File: config.mk
export PLATFORM = sky130hd
export DESIGN_NAME = vram_arbiter
export DESIGN_NICKNAME = d
export VERILOG_FILES = /design/src/rtl/vram_arbiter_pkg.sv /design/src/rtl/vram_arbiter_rd_credit_tracker.sv /design/src/rtl/vram_arbiter.sv
export SDC_FILE = /design/constraint.sdc
export NUM_CORES = 1
export LEC_CHECK = 0
export CELL_PAD_IN_SITES_DETAIL_PLACEMENT = 1
export CELL_PAD_IN_SITES_GLOBAL_PLACEMENT = 2
export CORE_MARGIN = 2
export CORE_UTILIZATION = 34
export CTS_CLUSTER_SIZE = 8
export DETAILED_ROUTE_END_ITERATION = 10
export HOLD_SLACK_MARGIN = 0.03
export PLACE_DENSITY_LB_ADDON = 0.1
export SYNTH_ARGS = -nofsm -noshare
export SYNTH_HDL_FRONTEND = slang
export SYNTH_SLANG_ARGS = --single-unit
export TNS_END_PERCENT = 5
File: constraint.sdc
create_clock -name clk -period 4.45 [get_ports clk]
set_input_delay 0.89 -clock clk [delete_from_list [all_inputs] [get_ports clk]]
set_output_delay 0.89 -clock clk [all_outputs]
set_load 0.05 [all_outputs]
File: src/rtl/vram_arbiter_pkg.sv
// Shared definitions for the VRAM command-port arbiter: MCB instruction codes,
// FSM state encoding and the memory beat width.
package vram_arbiter_pkg;

  localparam logic [2:0] INSTR_WR   = 3'b000;
  localparam logic [2:0] INSTR_RD   = 3'b001;
  localparam int         BEAT_W     = 128;
  localparam int         BEAT_BYTES = BEAT_W / 8;

  typedef enum logic [2:0] {
    S_WAIT_CALIB,
    S_IDLE,
    S_ARB,
    S_WR_DATA,
    S_WR_CMD,
    S_RD_CMD
  } state_e;

endpackage

File: src/rtl/vram_arbiter_rd_credit_tracker.sv
// Tracks read beats requested from the MCB but not yet delivered, and reports
// whether the read-data path can absorb one more full burst.
module vram_arbiter_rd_credit_tracker
  import vram_arbiter_pkg::*;
#(
  parameter int BURST_BEATS = 4
) (
  input  logic       clk,
  input  logic       rst_n,
  input  logic       rd_accept_i,
  input  logic       rd_beat_i,
  input  logic [7:0] rd_fifo_space_i,
  output logic       credit_ok_o
);

  localparam int            OW    = 9;
  localparam logic [OW-1:0] BEATS = OW'(BURST_BEATS);

  logic [OW-1:0] outstanding_q, outstanding_d;

  always_comb begin
    outstanding_d = outstanding_q;
    if (rd_accept_i) outstanding_d = outstanding_d + BEATS;
    if (rd_beat_i)   outstanding_d = outstanding_d - OW'(1);
  end

  always_ff @(posedge clk or negedge rst_n) begin
    if (!rst_n) outstanding_q <= '0;
    else        outstanding_q <= outstanding_d;
  end

  // Widened so a space smaller than outstanding never wraps into a false credit.
  assign credit_ok_o = ({2'b00, rd_fifo_space_i} >= ({1'b0, outstanding_q} + {1'b0, BEATS}));

`ifndef SYNTHESIS
  a_no_underflow: assert property (@(posedge clk) disable iff (!rst_n)
    rd_beat_i |-> (outstanding_q != '0));
`endif

endmodule

File: src/rtl/vram_arbiter.sv
// Arbitrates the MCB command port between frame-buffer prefetch reads and writebacks.
// Define VRAM_ARB_STATS_EN to add burst/stall statistics outputs latched at vsync.
module vram_arbiter
  import vram_arbiter_pkg::*;
#(
  parameter int ADDR_WIDTH  = 30,
  parameter int BASE_ADDR   = 0,
  parameter int FRAME_BYTES = 3840000,
  parameter int BURST_BEATS = 4,
  parameter int WR_URGENT   = 48,
  parameter int MAX_RD_RUN  = 4
) (
  input  logic                  clk,
  input  logic                  rst_n,
  input  logic                  calib_done,
  input  logic                  vsync,
  input  logic [7:0]            rd_fifo_space,
  input  logic                  rd_beat,
  input  logic [7:0]            wr_fifo_count,
  output logic                  wr_pop,
  input  logic                  cmd_full,
  output logic                  cmd_en,
  output logic [2:0]            cmd_instr,
  output logic [5:0]            cmd_bl,
  output logic [ADDR_WIDTH-1:0] cmd_byte_addr,
  output logic                  frame_busy,
  output logic                  overrun
`ifdef VRAM_ARB_STATS_EN
  ,
  output logic [15:0]           stat_rd_bursts,
  output logic [15:0]           stat_wr_bursts,
  output logic [23:0]           stat_stall_cycles
`endif
);

  localparam int                    PW          = ADDR_WIDTH + 1;
  localparam int                    BURST_BYTES = BEAT_BYTES * BURST_BEATS;
  localparam logic [PW-1:0]         FRAME_P     = PW'(FRAME_BYTES);
  localparam logic [PW-1:0]         BB_P        = PW'(BURST_BYTES);
  localparam logic [ADDR_WIDTH-1:0] BASE_P      = ADDR_WIDTH'(BASE_ADDR);
  localparam int                    RW          = $clog2(MAX_RD_RUN + 1);
  localparam logic [RW-1:0]         RUN_MAX     = RW'(MAX_RD_RUN);
  localparam int                    BCW         = $clog2(BURST_BEATS + 1);
  localparam logic [BCW-1:0]        LAST_BEAT   = BCW'(BURST_BEATS - 1);
  localparam logic [7:0]            CNT_BEATS   = 8'(BURST_BEATS);
  localparam logic [7:0]            CNT_URGENT  = 8'(WR_URGENT);

  state_e         state_q, state_d;
  logic [PW-1:0]  rd_ptr_q, rd_ptr_d, wr_ptr_q, wr_ptr_d;
  logic [RW-1:0]  rd_run_q, rd_run_d;
  logic [BCW-1:0] beat_q, beat_d;
  logic           frame_busy_q, frame_busy_d;
  logic           overrun_q, overrun_d;
  logic           restart_q, restart_d;
  logic           credit_ok, rd_accept, wr_elig, rd_elig;

  assign rd_accept = (state_q == S_RD_CMD) && !cmd_full;
  // A write may only cover bytes whose prefetch has already been issued.
  assign wr_elig   = (wr_ptr_q < FRAME_P) && (wr_fifo_count >= CNT_BEATS) &&
                     ((wr_ptr_q + BB_P) <= rd_ptr_q);
  assign rd_elig   = (rd_ptr_q < FRAME_P) && credit_ok;

  vram_arbiter_rd_credit_tracker #(.BURST_BEATS(BURST_BEATS)) u_credit (
    .clk             (clk),
    .rst_n           (rst_n),
    .rd_accept_i     (rd_accept),
    .rd_beat_i       (rd_beat),
    .rd_fifo_space_i (rd_fifo_space),
    .credit_ok_o     (credit_ok)
  );

  always_comb begin
    state_d       = state_q;
    rd_ptr_d      = rd_ptr_q;
    wr_ptr_d      = wr_ptr_q;
    rd_run_d      = rd_run_q;
    beat_d        = beat_q;
    frame_busy_d  = frame_busy_q;
    overrun_d     = overrun_q;
    restart_d     = restart_q;
    cmd_en        = 1'b0;
    cmd_instr     = INSTR_WR;
    cmd_byte_addr = '0;
    wr_pop        = 1'b0;

    if (vsync && frame_busy_q && (state_q != S_WAIT_CALIB)) begin
      overrun_d = 1'b1;
      restart_d = 1'b1;
    end

    case (state_q)
      S_WAIT_CALIB: if (calib_done) state_d = S_IDLE;
      S_IDLE: begin
        if (!calib_done) state_d = S_WAIT_CALIB;
        else if (vsync) begin
          rd_ptr_d     = '0;
          wr_ptr_d     = '0;
          frame_busy_d = 1'b1;
          state_d      = S_ARB;
        end
      end
      S_ARB: begin
        if (!calib_done) state_d = S_WAIT_CALIB;
        else if (restart_d) begin
          rd_ptr_d  = '0;
          wr_ptr_d  = '0;
          restart_d = 1'b0;
        end else if ((rd_ptr_q == FRAME_P) && (wr_ptr_q == FRAME_P)) begin
          frame_busy_d = 1'b0;
          state_d      = S_IDLE;
        end else if (wr_elig && ((wr_fifo_count >= CNT_URGENT) || (rd_run_q == RUN_MAX)))
          state_d = S_WR_DATA;
        else if (rd_elig) state_d = S_RD_CMD;
        else if (wr_elig) state_d = S_WR_DATA;
      end
      S_WR_DATA: begin
        wr_pop = 1'b1;
        beat_d = beat_q + BCW'(1);
        if (beat_q == LAST_BEAT) begin
          beat_d   = '0;
          rd_run_d = '0;
          state_d  = S_WR_CMD;
        end
      end
      S_WR_CMD: begin
        cmd_en        = 1'b1;
        cmd_instr     = INSTR_WR;
        cmd_byte_addr = BASE_P + wr_ptr_q[ADDR_WIDTH-1:0];
        if (!cmd_full) begin
          wr_ptr_d = wr_ptr_q + BB_P;
          state_d  = calib_done ? S_ARB : S_WAIT_CALIB;
        end
      end
      S_RD_CMD: begin
        cmd_en        = 1'b1;
        cmd_instr     = INSTR_RD;
        cmd_byte_addr = BASE_P + rd_ptr_q[ADDR_WIDTH-1:0];
        if (!cmd_full) begin
          rd_ptr_d = rd_ptr_q + BB_P;
          rd_run_d = (rd_run_q == RUN_MAX) ? rd_run_q : rd_run_q + RW'(1);
          state_d  = calib_done ? S_ARB : S_WAIT_CALIB;
        end
      end
      default: state_d = S_WAIT_CALIB;
    endcase

    // Losing calibration abandons the frame; the next vsync starts a fresh one.
    if (state_d == S_WAIT_CALIB) begin
      frame_busy_d = 1'b0;
      restart_d    = 1'b0;
    end
  end

  always_ff @(posedge clk or negedge rst_n) begin
    if (!rst_n) begin
      state_q      <= S_WAIT_CALIB;
      rd_ptr_q     <= '0;
      wr_ptr_q     <= '0;
      rd_run_q     <= '0;
      beat_q       <= '0;
      frame_busy_q <= 1'b0;
      overrun_q    <= 1'b0;
      restart_q    <= 1'b0;
    end else begin
      state_q      <= state_d;
      rd_ptr_q     <= rd_ptr_d;
      wr_ptr_q     <= wr_ptr_d;
      rd_run_q     <= rd_run_d;
      beat_q       <= beat_d;
      frame_busy_q <= frame_busy_d;
      overrun_q    <= overrun_d;
      restart_q    <= restart_d;
    end
  end

  assign cmd_bl     = 6'(BURST_BEATS - 1);
  assign frame_busy = frame_busy_q;
  assign overrun    = overrun_q;

`ifdef VRAM_ARB_STATS_EN
  logic [15:0] rd_cnt_q, wr_cnt_q;
  logic [23:0] stall_cnt_q;
  logic        wr_accept, stall;

  assign wr_accept = (state_q == S_WR_CMD) && !cmd_full;
  assign stall     = ((state_q == S_WR_CMD) || (state_q == S_RD_CMD)) && cmd_full;

  always_ff @(posedge clk or negedge rst_n) begin
    if (!rst_n) begin
      rd_cnt_q          <= '0;
      wr_cnt_q          <= '0;
      stall_cnt_q       <= '0;
      stat_rd_bursts    <= '0;
      stat_wr_bursts    <= '0;
      stat_stall_cycles <= '0;
    end else if (vsync) begin
      stat_rd_bursts    <= rd_cnt_q;
      stat_wr_bursts    <= wr_cnt_q;
      stat_stall_cycles <= stall_cnt_q;
      rd_cnt_q          <= {15'd0, rd_accept};
      wr_cnt_q          <= {15'd0, wr_accept};
      stall_cnt_q       <= {23'd0, stall};
    end else begin
      rd_cnt_q          <= rd_cnt_q + {15'd0, rd_accept};
      wr_cnt_q          <= wr_cnt_q + {15'd0, wr_accept};
      stall_cnt_q       <= stall_cnt_q + {23'd0, stall};
    end
  end
`endif

endmodule

Word level (Yosys, flattened, before mapping)
Cells that the tools add are included.
Storage, ports and cells
  flip-flop bits (word level): 83
  bits in latches: 0
  memory bits (writable): 0
  ROM bits: 0
  input bits: 22
  output and inout port bits: 43
  logic and storage cells: 109
  memories: 0
Cells by class
  $add $sub $neg: 7
  multipliers: 0
  divide/modulo/power cells: 0
  magnitude comparators: 6
  equal/unequal tests: 22
  shift operators: 0
  mux-type cells: 43
  bitwise logic cells: 0
  reduce and logical (&&, ||, !) cells: 22
Operators by type and width (number)
  31-bit two-way mux: 6
  31-bit case mux with 3 select lines: 2
  31-bit by 7-bit adder with 31-bit output (second input constant): 2
  31-bit by 22-bit == test with 1-bit output (second input constant): 2
  31-bit by 22-bit < comparator with 1-bit output (second input constant): 2
  30-bit case mux with 2 select lines: 1
  3-bit two-way mux: 15
  31-bit <= comparator: 1
  9-bit two-way mux: 2
  6-bit AND reduction: 3
  2-bit != test (second input constant): 8
  3-bit != test (second input constant): 5
  3-bit case mux with 5 select lines: 1
  1-bit two-way mux: 13
  3-bit nonzero test: 4
  9-bit by 3-bit adder with 10-bit output (second input constant): 1
  8-bit by 10-bit >= comparator with 1-bit output: 1
  9-bit by 3-bit adder with 9-bit output (second input constant): 1
  3-bit by 2-bit == test with 1-bit output (second input constant): 3
  3-bit == test (second input constant): 3
  9-bit by 1-bit subtractor with 9-bit output (second input constant): 1
  8-bit by 3-bit >= comparator with 1-bit output (second input constant): 1
  8-bit by 6-bit >= comparator with 1-bit output (second input constant): 1
  1-bit logical AND: 8
  other kinds (11): 13

Depth between registers and ports, before layout
  depth in word-level cells: 13
  mapped depth: 18
  gate-level depth less buffers: 16

Cells and area by module
Synthesis repeated with hierarchy kept, for this count alone.
Second synthesis, totals
  cell total of the unflattened synthesis: 700
  area total of the unflattened synthesis: 6103.4 µm²
Modules (own cells, without submodules)
  vram_arbiter: instances 1, cells each 613, area each 5277.6 µm², seq. area each 1551.5 µm²
  vram_arbiter_rd_credit_tracker: instances 1, cells each 87, area each 825.8 µm², seq. area each 225.2 µm²

Worst setup path after synthesis
No wires, ideal clock.
  path kind: register -> output
  from: register state_q[2]
  to: output cmd_byte_addr[18]
  data arrival time: 2.848 ns
  required time: 3.560 ns
  slack: 0.712 ns
  cell stages (with the launch flop): 8
  path buffers: 3
  path through: dfrtp_1 clkbuf_1 nor2b_1 and2_1 clkbuf_1 clkbuf_1 nand2_1 o21ai_0
Between the ends
  cells in the longest elaborated chain, start to end: 2
  elaborated cells on any way between the ends: 3
  classes of those cells: eq/ne (2); mux (1)
Ends and longest elaborated chain
  from (decl): line vram_arbiter.sv:48  | state_e state_q, state_d;
  from (signal assigned): line vram_arbiter.sv:165  | state_q <= state_d;
  3-bit == test: line vram_arbiter.sv:91  | case (state_q)
  30-bit case mux with 2 select lines (*): line vram_arbiter.sv:91
  to (decl): line vram_arbiter.sv:25  | output logic [ADDR_WIDTH-1:0] cmd_byte_addr,
Every way passes the cells marked *; elsewhere a longest branch is shown, timed or not.

Worst setup path after layout
  from: register wr_ptr_q[7]
  to: register restart_q
Between the ends
  cells in the longest elaborated chain, start to end: 12
  elaborated cells on any way between the ends: 17
  classes of those cells: add/sub (1); order compare (2); eq/ne (1); mux (8); reduce/logical (5)
Ends and longest elaborated chain
  from (decl): line vram_arbiter.sv:49  | logic [PW-1:0] rd_ptr_q, rd_ptr_d, wr_ptr_q, wr_ptr_d;
  from (signal assigned): line vram_arbiter.sv:167  | wr_ptr_q <= wr_ptr_d;
  31-bit by 7-bit adder with 31-bit output or 31-bit by 22-bit < comparator with 1-bit output (tied branches): line vram_arbiter.sv:60, vram_arbiter.sv:59
  31-bit <= comparator or 1-bit logical AND (tied branches): line vram_arbiter.sv:60, vram_arbiter.sv:59
  1-bit logical AND: line vram_arbiter.sv:59  | assign wr_elig = (wr_ptr_q < FRAME_P) && (wr_fifo_count >= CNT_BEATS) &&
  3-bit two-way mux: line vram_arbiter.sv:114  | else if (wr_elig) state_d = S_WR_DATA;
  3-bit two-way mux: line vram_arbiter.sv:113  | else if (rd_elig) state_d = S_RD_CMD;
  3-bit two-way mux: line vram_arbiter.sv:111  | end else if (wr_elig && ((wr_fifo_count >= CNT_URGENT) || (rd_run_q == RUN_MAX)))
  3-bit two-way mux (*): line vram_arbiter.sv:108  | end else if ((rd_ptr_q == FRAME_P) && (wr_ptr_q == FRAME_P)) begin
  3-bit two-way mux (*): line vram_arbiter.sv:104  | else if (restart_d) begin
  3-bit two-way mux (*): line vram_arbiter.sv:103  | if (!calib_done) state_d = S_WAIT_CALIB;
  3-bit case mux with 5 select lines (*): line vram_arbiter.sv:91
  3-bit logical NOT (*): line vram_arbiter.sv:148  | if (state_d == S_WAIT_CALIB) begin
  1-bit two-way mux (*): line vram_arbiter.sv:148
  net restart_d: line vram_arbiter.sv:54  | logic restart_q, restart_d;
  to (signal assigned): line vram_arbiter.sv:172  | restart_q <= restart_d;
  to (decl): line vram_arbiter.sv:54
Mark *: on every way through the listed nets, which the timed path passes. The rest lies on a longest branch.
A chain may end at the register's enable or synchronous reset.

==> metrics.md <==
| Metric | Value |
|---|---|
| Outcome | finished, final reports clean |
| Post-Route Skew | 4.58 ps |
| Starting density of the core | 34.6% |
| Die Width | 131 um |
| Rel. slew slack | 33.9% |
| Pin count of the biggest net entering global routing | 72 |
| DP HPWL | 12600 um |
| Worst Tran Pin Value | 991 ps |
| Synth-to-Final Area Change | 18.1% |
| RSZ-0062 raised after global routing | false |
| Vias post-DR | 4862 |
| Highest Clock Rate | 245 MHz |
| Clock sink count | 71 |
| Insertion delay to the later sink of the worst-skew pair | 340 ps |
| H-tree levels | 3 |
| Root buf cell | clkbuf_16 |
| Max cap viols | 0 |
| Final core utilization | 40.8% |
| Grt ovf | 0 |
| Post-synth top area cell | dfrtp_1 |
| Crit path max fanout | 6 |
| CTS tree | done |
| Vias per Instance | 5.25 |
| Worst Path Required | 4670 ps |
| Area contributors post-synth | dfrtp_1 (33%), ha_1 (9.9%), xnor2_1 (6.9%) |
| Std cell rows | 46 |
| Fin crit period | 4080 ps |
| Die Area | 17100 sq um |
| Crit path launch type | register |
| DRC viols | 0 |
| Asr flop ratio synth | 100% |
| Overall power | 2.30 mW |
| Hold WC Path Type | reg2reg |
| Final setup TNS | 0 ps |
| Die Height | 131 um |
| Final WL | 16800 um |
| Post-synth EDFFs | 0 |
| Cells after Synth | 668 |
| Remaining antenna violation count | 0 |
| Peak supply drop | 0.167 mV |
| Vias in the first global route | 5129 |
| Share of layout cells above drive strength 1 | 5.63% |
| Final period utilization | 91.7% |
| Final Hold Viols | 0 |
| WL per Instance | 18.1 um |
| Number of DRC markers in iteration 0 | 180 |
| Worst path arrival time | 4300 ps |
| LEAKAGE | 2.78 nW |
| Endpoints failing setup | 0 |
| R2R Setup Slk | 370 ps |
| Total global routing track utilization | 21.1% |
| Avg Inst Size Synth | 8.16 sq um |
| # IOs | 65 |
| Cell Area, Synth | 5450 sq um |
| N_diodes | 0 |
| Global-route wire length before repair | 27600 um |
| GPL Wtd Cong | 0.804 |
| Final Slew Violations | 0 |
| Sequential fraction of the synthesis area | 32.6% |
| Power Dens Cells | 357 nW/um^2 |
| Core area | 15800 sq um |
| # nets final | 771 |
| Area share of the largest cell type after synthesis | 32.6% |
| Worst setup EP type | register |
| First-pass DRT Iterations | 4 |
| Synth top cells by count | dfrtp_1 (71), nand2_1 (71), o21ai_0 (63) |
| Port bufs | 48 |
| Main synth FF type | dfrtp_1 |
| Library cells used by synthesis | 58 |
| Yosys warnings | 0 |
| Clk slew on worst S/H paths | 60 ps |
| TritonCTS Buffers | 9 |
| WHS | 479 ps |
| FF+latch count, synth | 71 |
| WS Path Type | reg2reg |
| Antenna violations before repair | 0 |
| Hold Buf Count CTS | 0 |
| Clock Path Buffers | 2 |
-- critical path, stage by stage (launching register included) --
cell and delay (ps):
dfrtp_1 440, ha_1 270, nand3_1 140, nor2_1 190, and4_2 330, nand3_1 200
nor3_2 290, xor2_1 110, ha_1 310, nand4_1 120, nor2_1 170, nand4_1 140
or4_1 510, o21a_1 180, nand3b_1 180, a21oi_1 260, a21oi_1 100
-- final timing paths --
check	startpoint	endpoint	cells after the start
min in group asynchronous	rst_n	u_credit.outstanding_q[1]$_DFFE_PN0P_	1
worst max-delay path	wr_ptr_q[7]$_DFFE_PN0P_	restart_q$_DFF_PN0_	16
worst min-delay path	overrun$_DFFE_PN0P_	overrun$_DFFE_PN0P_	1
worst max register to register	wr_ptr_q[7]$_DFFE_PN0P_	restart_q$_DFF_PN0_	16
worst min register to register	overrun$_DFFE_PN0P_	overrun$_DFFE_PN0P_	1
max in group asynchronous	rst_n	wr_ptr_q[20]$_DFFE_PN0P_	1
-- cells in the final DEF, fill, tap and decap left out, types with 9 or more instances in the layout --
cell type and count:
clkdlybuf4s50_1 47, conb_1 14, nand2b_1 9, and3_1 13, nor2_1 52, dfrtp_1 71
xnor2_1 43, a22o_1 15, a21oi_1 23, ha_1 43, o21ai_0 63, nand2_1 71
nand3_1 33, nor3_1 13, xor2_1 16, nand4_1 21, inv_1 42, clkbuf_16 9
a211oi_1 9, buf_4 18
-- final cells by class --
type                    instances  area (sq um)
flip-flops and latches         71          1780
repair buffers                 65           606
clock buffers                   9           225
inverters                      43           161
multi-input cells             516          3310
clock inverters                 6          86.3
fillers                      1942          9340
well taps                     216           270
-- through the flow --
step / instances / area (sq um) / worst slack [ps]
global placement: 911 / 6120 / 334
finish: 926 / 6430 / 371
CTS: 926 / 6430 / 225
global route: 926 / 6430 / 26.8
detailed placement: 911 / 6120 / 260
floorplan: 680 / 5490 / 712
-- flip-flops by register name, summed over array words and instances, names as in the netlist --
signal                  count
rd_ptr_q                   25
wr_ptr_q                   25
u_credit.outstanding_q      9
beat_q                      3
rd_run_q                    3
state_q                     3
frame_busy                  1
overrun                     1
restart_q                   1
-- where the power goes --
group	switching (mW)	internal [mW]	total, mW
sequential	0.0933	0.719	0.813
combinational	0.433	0.268	0.702
clock	0.296	0.487	0.783
total	0.823	1.47	2.30
-- cell families (layout without fill, tap and decap cells) --
| group | count (synthesis) | after routing | synth area share (%) |
|---|---|---|---|
| AND/OR/NAND/NOR | 252 | 252 | 23.1 |
| flip-flops | 71 | 71 | 32.6 |
| adder cells (fa/ha/maj) | 43 | 43 | 9.87 |
| other | 2 | 14 | 0.138 |
| buffers and inverters | 93 | 123 | 7.62 |
| multiplexers | 3 | 3 | 0.574 |
| AO/OA/AOI/OAI | 145 | 145 | 16.6 |
| XOR/XNOR | 59 | 59 | 9.48 |
-- layer usage --
layer,track usage [%],wire (um)
met4,5.07,180
met1,28.4,8060
met5,0,0
met3,3.83,504
met2,35.1,8020
-- what timing repair did --
action	in CTS	in global routing
endpoints found under the hold margin	0	0
setup endpoints to repair	0	3
gates resized for setup	0	2
setup buffers	0	0
(Power assumes the default switching activity.)
